### src/rtl/serial_bit_source.sv
// rtl/serial_bit_source.sv - FIFO-buffered parallel-to-serial bit source with gapless word chaining
module serial_bit_source #(
   parameter int WIDTH     = 8,
   parameter int DEPTH     = 4,
   parameter int LSB_FIRST = 0
) (
   input  logic                       clk,
   input  logic                       rst,
   input  logic                       flush_i,
   input  logic [WIDTH-1:0]           data_i,
   input  logic                       valid_i,
   output logic                       ready_o,
   output logic                       d_o,
   output logic                       valid_o,
   output logic                       busy_o,
   output logic [$clog2(DEPTH):0]     count_o
);

   localparam int PW = $clog2(DEPTH);
   localparam int CW = PW + 1;
   localparam int BW = $clog2(WIDTH);

   localparam logic [BW-1:0] LAST_BIT  = BW'(WIDTH - 1);
   localparam logic [CW-1:0] FULL_CNT  = CW'(DEPTH);

   localparam logic [0:0] ST_IDLE  = 1'b0;
   localparam logic [0:0] ST_SHIFT = 1'b1;

   logic [WIDTH-1:0] mem_q [DEPTH];
   logic [WIDTH-1:0] mem_d [DEPTH];

   logic [0:0]       state_q,   state_d;
   logic [PW-1:0]    wr_ptr_q,  wr_ptr_d;
   logic [PW-1:0]    rd_ptr_q,  rd_ptr_d;
   logic [CW-1:0]    count_q,   count_d;
   logic [WIDTH-1:0] sr_q,      sr_d;
   logic [BW-1:0]    bit_cnt_q, bit_cnt_d;
   logic             d_q,       d_d;
   logic             valid_q,   valid_d;

   logic             push;
   logic             pop;
   logic [WIDTH-1:0] head_word;

   // Acceptance depends only on the registered count, so a full FIFO refuses even when a pop coincides.
   assign ready_o   = (count_q != FULL_CNT);
   assign push      = valid_i && ready_o && !flush_i;
   assign head_word = mem_q[rd_ptr_q];

   assign d_o     = d_q;
   assign valid_o = valid_q;
   assign busy_o  = (state_q == ST_SHIFT);
   assign count_o = count_q;

   // Storage write: the accepted word lands at the write pointer.
   always_comb begin
      for (int i = 0; i < DEPTH; i++) begin
         mem_d[i] = mem_q[i];
      end
      if (push) begin
         mem_d[wr_ptr_q] = data_i;
      end
   end

   // Shifter FSM, pointer and occupancy update; flush overrides everything else.
   always_comb begin
      state_d   = state_q;
      wr_ptr_d  = wr_ptr_q;
      rd_ptr_d  = rd_ptr_q;
      count_d   = count_q;
      sr_d      = sr_q;
      bit_cnt_d = bit_cnt_q;
      d_d       = d_q;
      valid_d   = valid_q;
      pop       = 1'b0;

      if (flush_i) begin
         state_d   = ST_IDLE;
         wr_ptr_d  = '0;
         rd_ptr_d  = '0;
         count_d   = '0;
         bit_cnt_d = '0;
         d_d       = 1'b0;
         valid_d   = 1'b0;
      end else begin
         case (state_q)
            ST_IDLE: begin
               if (count_q != '0) begin
                  pop = 1'b1;
               end else begin
                  valid_d = 1'b0;
                  d_d     = 1'b0;
               end
            end
            ST_SHIFT: begin
               if (bit_cnt_q == LAST_BIT) begin
                  // Chain straight into the next buffered word so the serial stream has no bubble.
                  if (count_q != '0) begin
                     pop = 1'b1;
                  end else begin
                     state_d   = ST_IDLE;
                     valid_d   = 1'b0;
                     d_d       = 1'b0;
                     bit_cnt_d = '0;
                  end
               end else begin
                  bit_cnt_d = bit_cnt_q + 1'b1;
                  valid_d   = 1'b1;
                  if (LSB_FIRST != 0) begin
                     sr_d = sr_q >> 1;
                     d_d  = sr_q[1];
                  end else begin
                     sr_d = sr_q << 1;
                     d_d  = sr_q[WIDTH-2];
                  end
               end
            end
            default: begin
               state_d = ST_IDLE;
               valid_d = 1'b0;
               d_d     = 1'b0;
            end
         endcase

         if (pop) begin
            state_d   = ST_SHIFT;
            sr_d      = head_word;
            bit_cnt_d = '0;
            valid_d   = 1'b1;
            d_d       = (LSB_FIRST != 0) ? head_word[0] : head_word[WIDTH-1];
            rd_ptr_d  = rd_ptr_q + 1'b1;
         end

         if (push) begin
            wr_ptr_d = wr_ptr_q + 1'b1;
         end

         case ({push, pop})
            2'b10:   count_d = count_q + 1'b1;
            2'b01:   count_d = count_q - 1'b1;
            default: count_d = count_q;
         endcase
      end
   end

   // FIFO storage has no reset; its contents are irrelevant until written.
   always_ff @(posedge clk) begin
      for (int i = 0; i < DEPTH; i++) begin
         mem_q[i] <= mem_d[i];
      end
   end

   // Control and output registers, cleared asynchronously.
   always_ff @(posedge clk or negedge rst) begin
      if (!rst) begin
         state_q   <= ST_IDLE;
         wr_ptr_q  <= '0;
         rd_ptr_q  <= '0;
         count_q   <= '0;
         sr_q      <= '0;
         bit_cnt_q <= '0;
         d_q       <= 1'b0;
         valid_q   <= 1'b0;
      end else begin
         state_q   <= state_d;
         wr_ptr_q  <= wr_ptr_d;
         rd_ptr_q  <= rd_ptr_d;
         count_q   <= count_d;
         sr_q      <= sr_d;
         bit_cnt_q <= bit_cnt_d;
         d_q       <= d_d;
         valid_q   <= valid_d;
      end
   end

endmodule

### config.mk
export PLATFORM = sky130hd
export DESIGN_NAME = serial_bit_source
export DESIGN_NICKNAME = d
export VERILOG_FILES = /design/src/rtl/serial_bit_source.sv
export SDC_FILE = /design/constraint.sdc
export NUM_CORES = 1
export LEC_CHECK = 0
export ABC_AREA = 0
export CORE_ASPECT_RATIO = 1.25
export CORE_MARGIN = 4
export CORE_UTILIZATION = 45
export CTS_CLUSTER_SIZE = 8
export DETAILED_ROUTE_END_ITERATION = 10
export SLEW_MARGIN = 20
export SYNTH_ARGS = -nofsm -noshare
export SYNTH_HDL_FRONTEND = slang
export SYNTH_SLANG_ARGS = --single-unit
### constraint.sdc
create_clock -name clk -period 4.4 [get_ports clk]
set_input_delay 1.32 -clock clk [delete_from_list [all_inputs] [get_ports clk]]
set_output_delay 1.32 -clock clk [all_outputs]
set_load 0.01 [all_outputs]
Word-level counts from Yosys, hierarchy flattened --
Memory sizes are Yosys's and may differ from the RTL's. Index checks and enable logic that the tools add are counted. Widths: inputs -> output; s select.
Cells by class: add/subtract/negate cells 5, magnitude comparators 2, equality and inequality tests 6, multiplexer cells 36, bitwise logic cells 3, reduce and logical (&&, ||, !) cells 12
Operators by type and width (number):
- $bwmux 32 | 1
- $mux 32 | 1
- $mux 7 | 3
- $mux 3 | 6
- $demux 8 s2 | 1
- $mux 1 | 15
- $reduce_bool 3->1 | 3
- $mux 2 | 4
- $mux 8 | 1
- $add 3x1->3 const B | 2
- $pmux 1 s2 | 3
- $pmux 3 s2 | 1
- $reduce_bool 2->1 | 3
- $add 2x1->2 const B | 2
- $ne 4x3->1 const B | 1
- $eq 3x3->1 const B | 1
- $ge 3x3->1 const B | 1
- $logic_and 1x1->1 | 3
- $lt 3x1->1 const B | 1
- $ne 3x3->1 const B | 1
- $not 2->3 | 1
- $reduce_and 3->1 | 1
- $sub 3x1->3 const B | 1
- $eq 2x1->1 const B | 1
- other kinds (5) | 6
Word-level totals: flip-flop bits (word level) 20, RAM bits 32, input bits 12, output and inout port bits 7, word-level logic and storage cells 73, memories 1
Memory list:
- mem_q | depth 4, bits a word 8, read ports 5, clocked after memory_dff 0, wr ports 4, line 29 | logic [WIDTH-1:0] mem_q [DEPTH];

Logic depth before layout (Yosys ltp) --
Gate-level depths: netlist of run 1.
word-level depth 8, mapped depth 10, mapped depth without buffers 9

Worst setup path after synthesis of run 1 --
OpenSTA, ideal clock, no wires.
path kind input -> register, from input valid_i, to register count_q[2], in the netlist count_o[2], setup time 0.128 ns, arrival 2.540 ns, data required time 4.272 ns, path slack 1.732 ns, stages 7, buffers on the path 0, cells stage by stage nand2_4 > nor2_1 > nor2_1 > fa_1 > nor3_1 > a2bb2oi_1 > mux2_1
Between the ends: longest elaborated chain between the ends 5, elaborated cells between the ends (all ways) 7, those cells by class eq/ne: 2; mux: 2; reduce/logical: 3
Ends and longest elaborated chain:
- start: declaration | line 11 | input logic valid_i,
- $logic_and 1x1->1 (*) (2 in a row) | line 47 | assign push = valid_i && ready_o && !flush_i;
- $eq 2x1->1 / $eq 2x2->1 (equally long branches) | line 138 | case ({push, pop})
- $pmux 3 s2 | line 138
- $mux 3 | line 77 | if (flush_i) begin
- end signal: assignment | line 168 | count_q <= count_d;
- end: declaration | line 35 | logic [CW-1:0] count_q, count_d;
Every way passes the cells marked *; elsewhere a longest branch is shown, timed or not. A chain may end at the register's enable or synchronous reset.

Worst setup path after layout of run 1 --
Ends and elaborated chain as after synthesis.

==> reports/results.txt, run 1 <==
Min Clock Period, post-route - 3.101 ns
Yosys reg bits - 52
Hold Crit Class - reg -> reg
Die Width - 70.50 um
Status - finished, final reports clean
Yosys cell types - 32
P per Cell Area - 552.9 nW/um2
Initial core utilization - 46.46%
Max Cap Viol - 0
Mapped Nets - 163
Remaining routing DRC violations - 0
Nets@finish - 184
GRT Max-Usage Layer - met2
Max-slew headroom - 37.56%
Clock sinks - 52
Grt met2 use - 24.45%
YS warnings - 0
Top post-synthesis cells by area - edfxtp_1, dfrtp_1, mux4_2
Max Fclk - 322.5 MHz
CTS Buf Count - 5
Vias in the first global route - 1276
Leakage - 0.9687 nW
Starting DRT DRC Count - 73
Final hold vios - 0
Port Buffers - 18
Pins Over Slew Limit - 0
Total gr overflow - 0
Via Count - 1205
Drt pass-1 iters - 4
Gr usage total - 13.82%
Placer Congestion - 0.7401
Crit path capture type - flip-flop
Largest net degree at the start of global routing - 21
Hpwl dp - 2.554 mm
Worst-margin pin slew - 0.9336 ns
Ant. Diodes - 0
Routed vias/inst - 5.332
Final setup vio count - 0
Post-route setup TNS - 0 ns
Area Growth Syn to Fin - 15.38%
Resize count post-CTS - 0
Post-Syn Instances - 144
Critical Path RT - 4.58 ns
Syn Std Cell Area - 2197 um2
Avg WL per Cell - 16.33 um
First-pass GRT wire length - 6.334 mm
Clock root buffer - clkbuf_8
VDD IR max - 0.0002711 V
Clock Path Buffers - 2
Syn_area_per_cell - 15.26 um2
H-Tree Depth - 2
WP data arrival - 3.29 ns
CTS tree - built
Final period utilization - 70.48%
Final WL - 3.691 mm
Yosys top cell area share - 43.74%
Hold Buf Count CTS - 0
Layout cells sized above 1 - 13.86%
Clock transition at the registers of the reported paths - 0.10 ns
Most frequent cells in the layout - edfxtp_1, dfrtp_1, clkdlybuf4s50_1
Worst setup SP type - input port
Post-synthesis sequential area ratio - 66.51%
Critical path type - in -> reg
Die Ht - 86.12 um
Met3 Use GR - 3.751%
Initial antenna violation count - 0
I/O Pins - 19
Critical Path Fanout Max - 5
Core region area - 4730 um2
Post-CTS Setup Bufs - 0
Post-layout util - 53.60%
Met1 Track Usage GR - 16.16%
Clk_skew - 0.009738 ns
Dominant cell type by area after synthesis - edfxtp_1
Unrepaired setup endpoints after global routing - false
Die area - 6071 um2
Clk Latency, worst-skew pair - 0.30 ns
Rows - 28
Antenna-violating nets left - 0
Commonest non-fill, non-tap cell in the layout - edfxtp_1
-- state kept, by name (all words and copies together) (netlist names) --
signal and flops:
wr_ptr_q 2, valid_o 1, sr_q 7, d_o 1
mem_q 32, count_o 3, busy_o 1, bit_cnt_q 3
rd_ptr_q 2
-- metrics by stage --
stage          worst slack, ns  cells  area, um2  hold WS [ns]  total power, mW
4_1_cts                  1.304    226       2535        0.4929            1.420
3_3_place_gp             1.092    218       2439        0.4628            1.117
3_5_place_dp            0.9830    218       2439        0.4704            1.132
2_1_floorplan            1.732    144       2197        0.4502           0.9977
5_1_grt                  1.141    226       2535        0.5409            1.502
6_report                 1.299    226       2535        0.4974            1.402
-- logic make-up after synthesis --
| family | synth area share [%] |
|---|---|
| fa+ha+maj | 4.328 |
| buf+inv | 1.822 |
| compound gates | 5.410 |
| simple gates | 9.681 |
| mux | 10.31 |
| xor+xnor | 1.937 |
| flops | 66.51 |
-- final timing paths --
check                             start           to  slack [ns]  cells after the start
min in group asynchronous           rst      sr_q[5]        1.53                      1
max in group asynchronous           rst  rd_ptr_q[0]        2.29                      1
hold reg to reg                 sr_q[4]      sr_q[4]        0.50                      2
setup reg to reg           bit_cnt_q[1]   count_o[2]        1.79                      9
setup / recovery                valid_i   count_o[2]        1.30                      8
hold / removal                  sr_q[4]      sr_q[4]        0.50                      2
-- cells in the mapped netlist, drive strengths merged --
cell / n
edfxtp: 32
dfrtp: 20
nor2: 10
nand2: 9
mux4: 8
ha: 6
o21ai: 6
o22ai: 6
inv: 5
nor3: 5
and2: 4
nor2b: 4
a21oi: 3
buf: 3
nand2b: 3
nand3: 3
xnor2: 3
clkbuf: 2
mux2: 2
mux2i: 2
a21o: 1
a22o: 1
a2bb2oi: 1
fa: 1
o221a: 1
or3: 1
or3b: 1
xor2: 1
-- worst max-delay path: stages --
cell             delay [ns]
clkdlybuf4s50_1        0.54
nand2_4                0.10
nor2_1                 0.21
nor2_1                 0.10
fa_1                   0.39
nor3_1                 0.22
a2bb2oi_1              0.10
mux2_1                 0.31
-- per-layer routing --
| metal | vias to the layer above | wire length (um) |
|---|---|---|
| met5 | - | 0 |
| met3 | 2 | 161 |
| met1 | 607 | 1547 |
| met4 | 0 | 24 |
| li1 | 571 | - |
| met2 | 25 | 1958 |
-- layout make-up --
class	count	area (um2)
tap	60	75.07
clock inverter	2	13.76
timing repair buffer	19	187.7
clock buffer	6	82.58
sequential	52	1461
inverter	5	18.77
multi-input combinational	82	695.7
fill	418	2195
-- report_power, final --
part | switching [mW] | internal (mW)
combinational | 0.205 | 0.226
clock | 0.157 | 0.129
sequential | 0.0798 | 0.604
No activity file was read; power rests on OpenSTA's default activity.
==> inputs of run 2 (changes only) <==
- clock period: 4.4 -> 2.9 ns (I/O delays scaled with it)
==> run 2 against run 1 <==
Compared with the run above: utilization grew 0.34 points; sequential share of layout area down 0.37 points; count of clock-buffer cells in the layout shrank 1; sequential cell count did not move; clock skew is 0.0050 ns lower; cell count up 1.3%; via count shrank 0.66%; combinational power up 55%; register-to-register slack worse by 1.2 ns; first-iteration DRC count down 1.4%; hold slack better by 0.0015 ns; critical path type is now reg -> out; largest power group unchanged; highest routed layer unchanged.
==> reports/results.txt, run 2 (synthesis gave the netlist of run 1 again) <==
Min Hold Slack - 0.4989 ns (+0.001511 ns)
Hold Buf Count CTS - 0 (unchanged)
CTS Buf Count - 5 (unchanged)
Clk Latency, worst-skew pair - 0.30 ns (about the same)
Final non-filler cell total - 229 (+1.3%)
Status - finished, final reports clean
Unrepaired setup endpoints after global routing - false
Final period utilization - 90.06%
Port Buffers - 18 (unchanged)
P per Cell Area - 828.8 nW/um2 (+50%)
Initial antenna violation count - 0 (unchanged)
Rows - 28 (unchanged)
I/O Pins - 19 (unchanged)
Resize count post-CTS - 0 (unchanged)
Ant. Diodes - 0 (unchanged)
Routed vias/inst - 5.227 (-2.0%)
Starting DRT DRC Count - 72 (-1.4%)
Max-slew headroom - 61.19% (+24 points)
Hpwl dp - 2.638 mm (+3.3%)
Clock sinks - 52 (unchanged)
Final hold vios - 0 (unchanged)
Min Clock Period, post-route - 2.612 ns
Leakage - 0.9782 nW (+0.98%)
Largest net degree at the start of global routing - 21 (unchanged)
Pins Over Slew Limit - 0 (unchanged)
Worst slack, placed - -0.01255 ns (-0.9956 ns)
Initial core utilization - 46.46% (unchanged)
Post-route cell area - 2551 um2 (+0.64%)
Worst-margin pin slew - 0.5822 ns (-0.3515 ns)
Critical Path Fanout Max - 7 (+2)
Area Growth Syn to Fin - 16.12%
Remaining routing DRC violations - 0 (unchanged)
Via Count - 1197 (-0.66%)
Critical path type - reg -> out
Biggest registers after layout - mem_q x32, sr_q x7
Clock transition at the registers of the reported paths - 0.09 ns (about the same)
Post-layout util - 53.94% (+0.34 points)
Hold Crit Class - reg -> reg
Final WL - 3.606 mm (-2.3%)
VDD IR max - 0.0005480 V (+100%)
Drt pass-1 iters - 4 (unchanged)
Setup ws final - 0.2882 ns (-1.011 ns)
Clock Path Buffers - 2 (unchanged)
Placer Congestion - 0.7324 (-1.0%)
Net Switching - 671.1 uW (+52%)
H-Tree Depth - 2 (unchanged)
Total gr overflow - 0 (unchanged)
Layout cells sized above 1 - 14.79% (+0.94 points)
Gr usage total - 13.63% (-0.20 points)
Pwr Total - 2.115 mW (+51%)
Nets@finish - 187 (+1.6%)
Sw Ratio - 31.74% (+0.17 points)
Hold path start - sr_q[6]
Clk_skew - 0.004702 ns (-0.005036 ns)
Post-CTS Setup Bufs - 0 (unchanged)
Max Fclk - 382.9 MHz
First-pass GRT wire length - 6.258 mm (-1.2%)
Critical Path RT - 2.03 ns (-2.55 ns)
Antenna-violating nets left - 0 (unchanged)
Combinational power share - 31.5% (+0.7 points)
Max Cap Viol - 0 (unchanged)
Crit path capture type - output pin
CTS tree - built
Die Width - 70.50 um (unchanged)
Commonest non-fill, non-tap cell in the layout - edfxtp_1
Clock root buffer - clkbuf_8
Core region area - 4730 um2 (unchanged)
Most frequent cells in the layout - edfxtp_1, dfrtp_1, clkdlybuf4s50_1
Placed cells - 221 (+1.4%)
CP startpoint - count_o[0]
Die Ht - 86.12 um (unchanged)
Worst setup SP type - flip-flop
Reg power frac - 49.2% (+0.4 points)
Vias in the first global route - 1288 (+0.94%)
Worst hold path cell count - 2 (unchanged)
Int Pwr - 1.443 mW (+50%)
Worst reg2reg path depth - 9 (unchanged)
Final setup vio count - 0 (unchanged)
WP data arrival - 1.74 ns (-1.55 ns)
Clock Power Share - 19.2% (-1.2 points)
R2r startpoint - bit_cnt_q[0]
Max FFs per register - 32 (unchanged)
Post-route setup TNS - 0 ns (unchanged)
Avg WL per Cell - 15.75 um (-3.6%)
Placed inst area - 2461 um2 (+0.92%)
Most flops, register - mem_q
Die area - 6071 um2 (unchanged)
run 2: cell types whose count changed in the layout (fill, tap and decap cells not counted), sizes merged:
cell and delta:
clkbuf -1, buf +3, inv +1
run 2: final cells by class:
class | count | area (um2)
inverters | 5 | 18.77
repair buffers | 22 | 210.2
clock buffers | 5 | 68.82
multi-input cells | 82 | 695.7
flip-flops and latches | 52 | 1461
fillers | 412 | 2178
well taps | 60 | 75.07
clock inverters | 3 | 21.27
run 2: metal layers:
| layer | routed length, um | global-route usage [%] |
|---|---|---|
| met5 | 0 | 0 |
| met4 | 52 | 4.704 |
| met3 | 173 | 3.751 |
| met2 | 2001 | 24.96 |
| met1 | 1379 | 15.07 |
run 2: path summary, 6_finish.rpt:
kind	end	slack (ns)
hold / removal	sr_q[6]	0.50
min in group asynchronous	count_o[1]	0.89
hold reg to reg	sr_q[6]	0.50
max in group asynchronous	sr_q[5]	1.80
setup / recovery	ready_o	0.29
setup reg to reg	count_o[2]	0.58
run 2: power by group through the flow:
stage | clock network (mW) | registers (mW) | logic, mW
final | 0.407 | 1.04 | 0.666
after global routing | 0.454 | 1.07 | 0.747
after CTS | 0.423 | 1.05 | 0.678
after detailed placement | 0 | 1.06 | 0.673
after global placement | 0 | 1.05 | 0.656
after floorplan | 0 | 1.01 | 0.507
run 2: worst max-delay path, cell delays in order, from the launching register on:
cell	delay, ns
dfrtp_1	0.48
or3b_4	0.46
clkdlybuf4s50_1	0.50
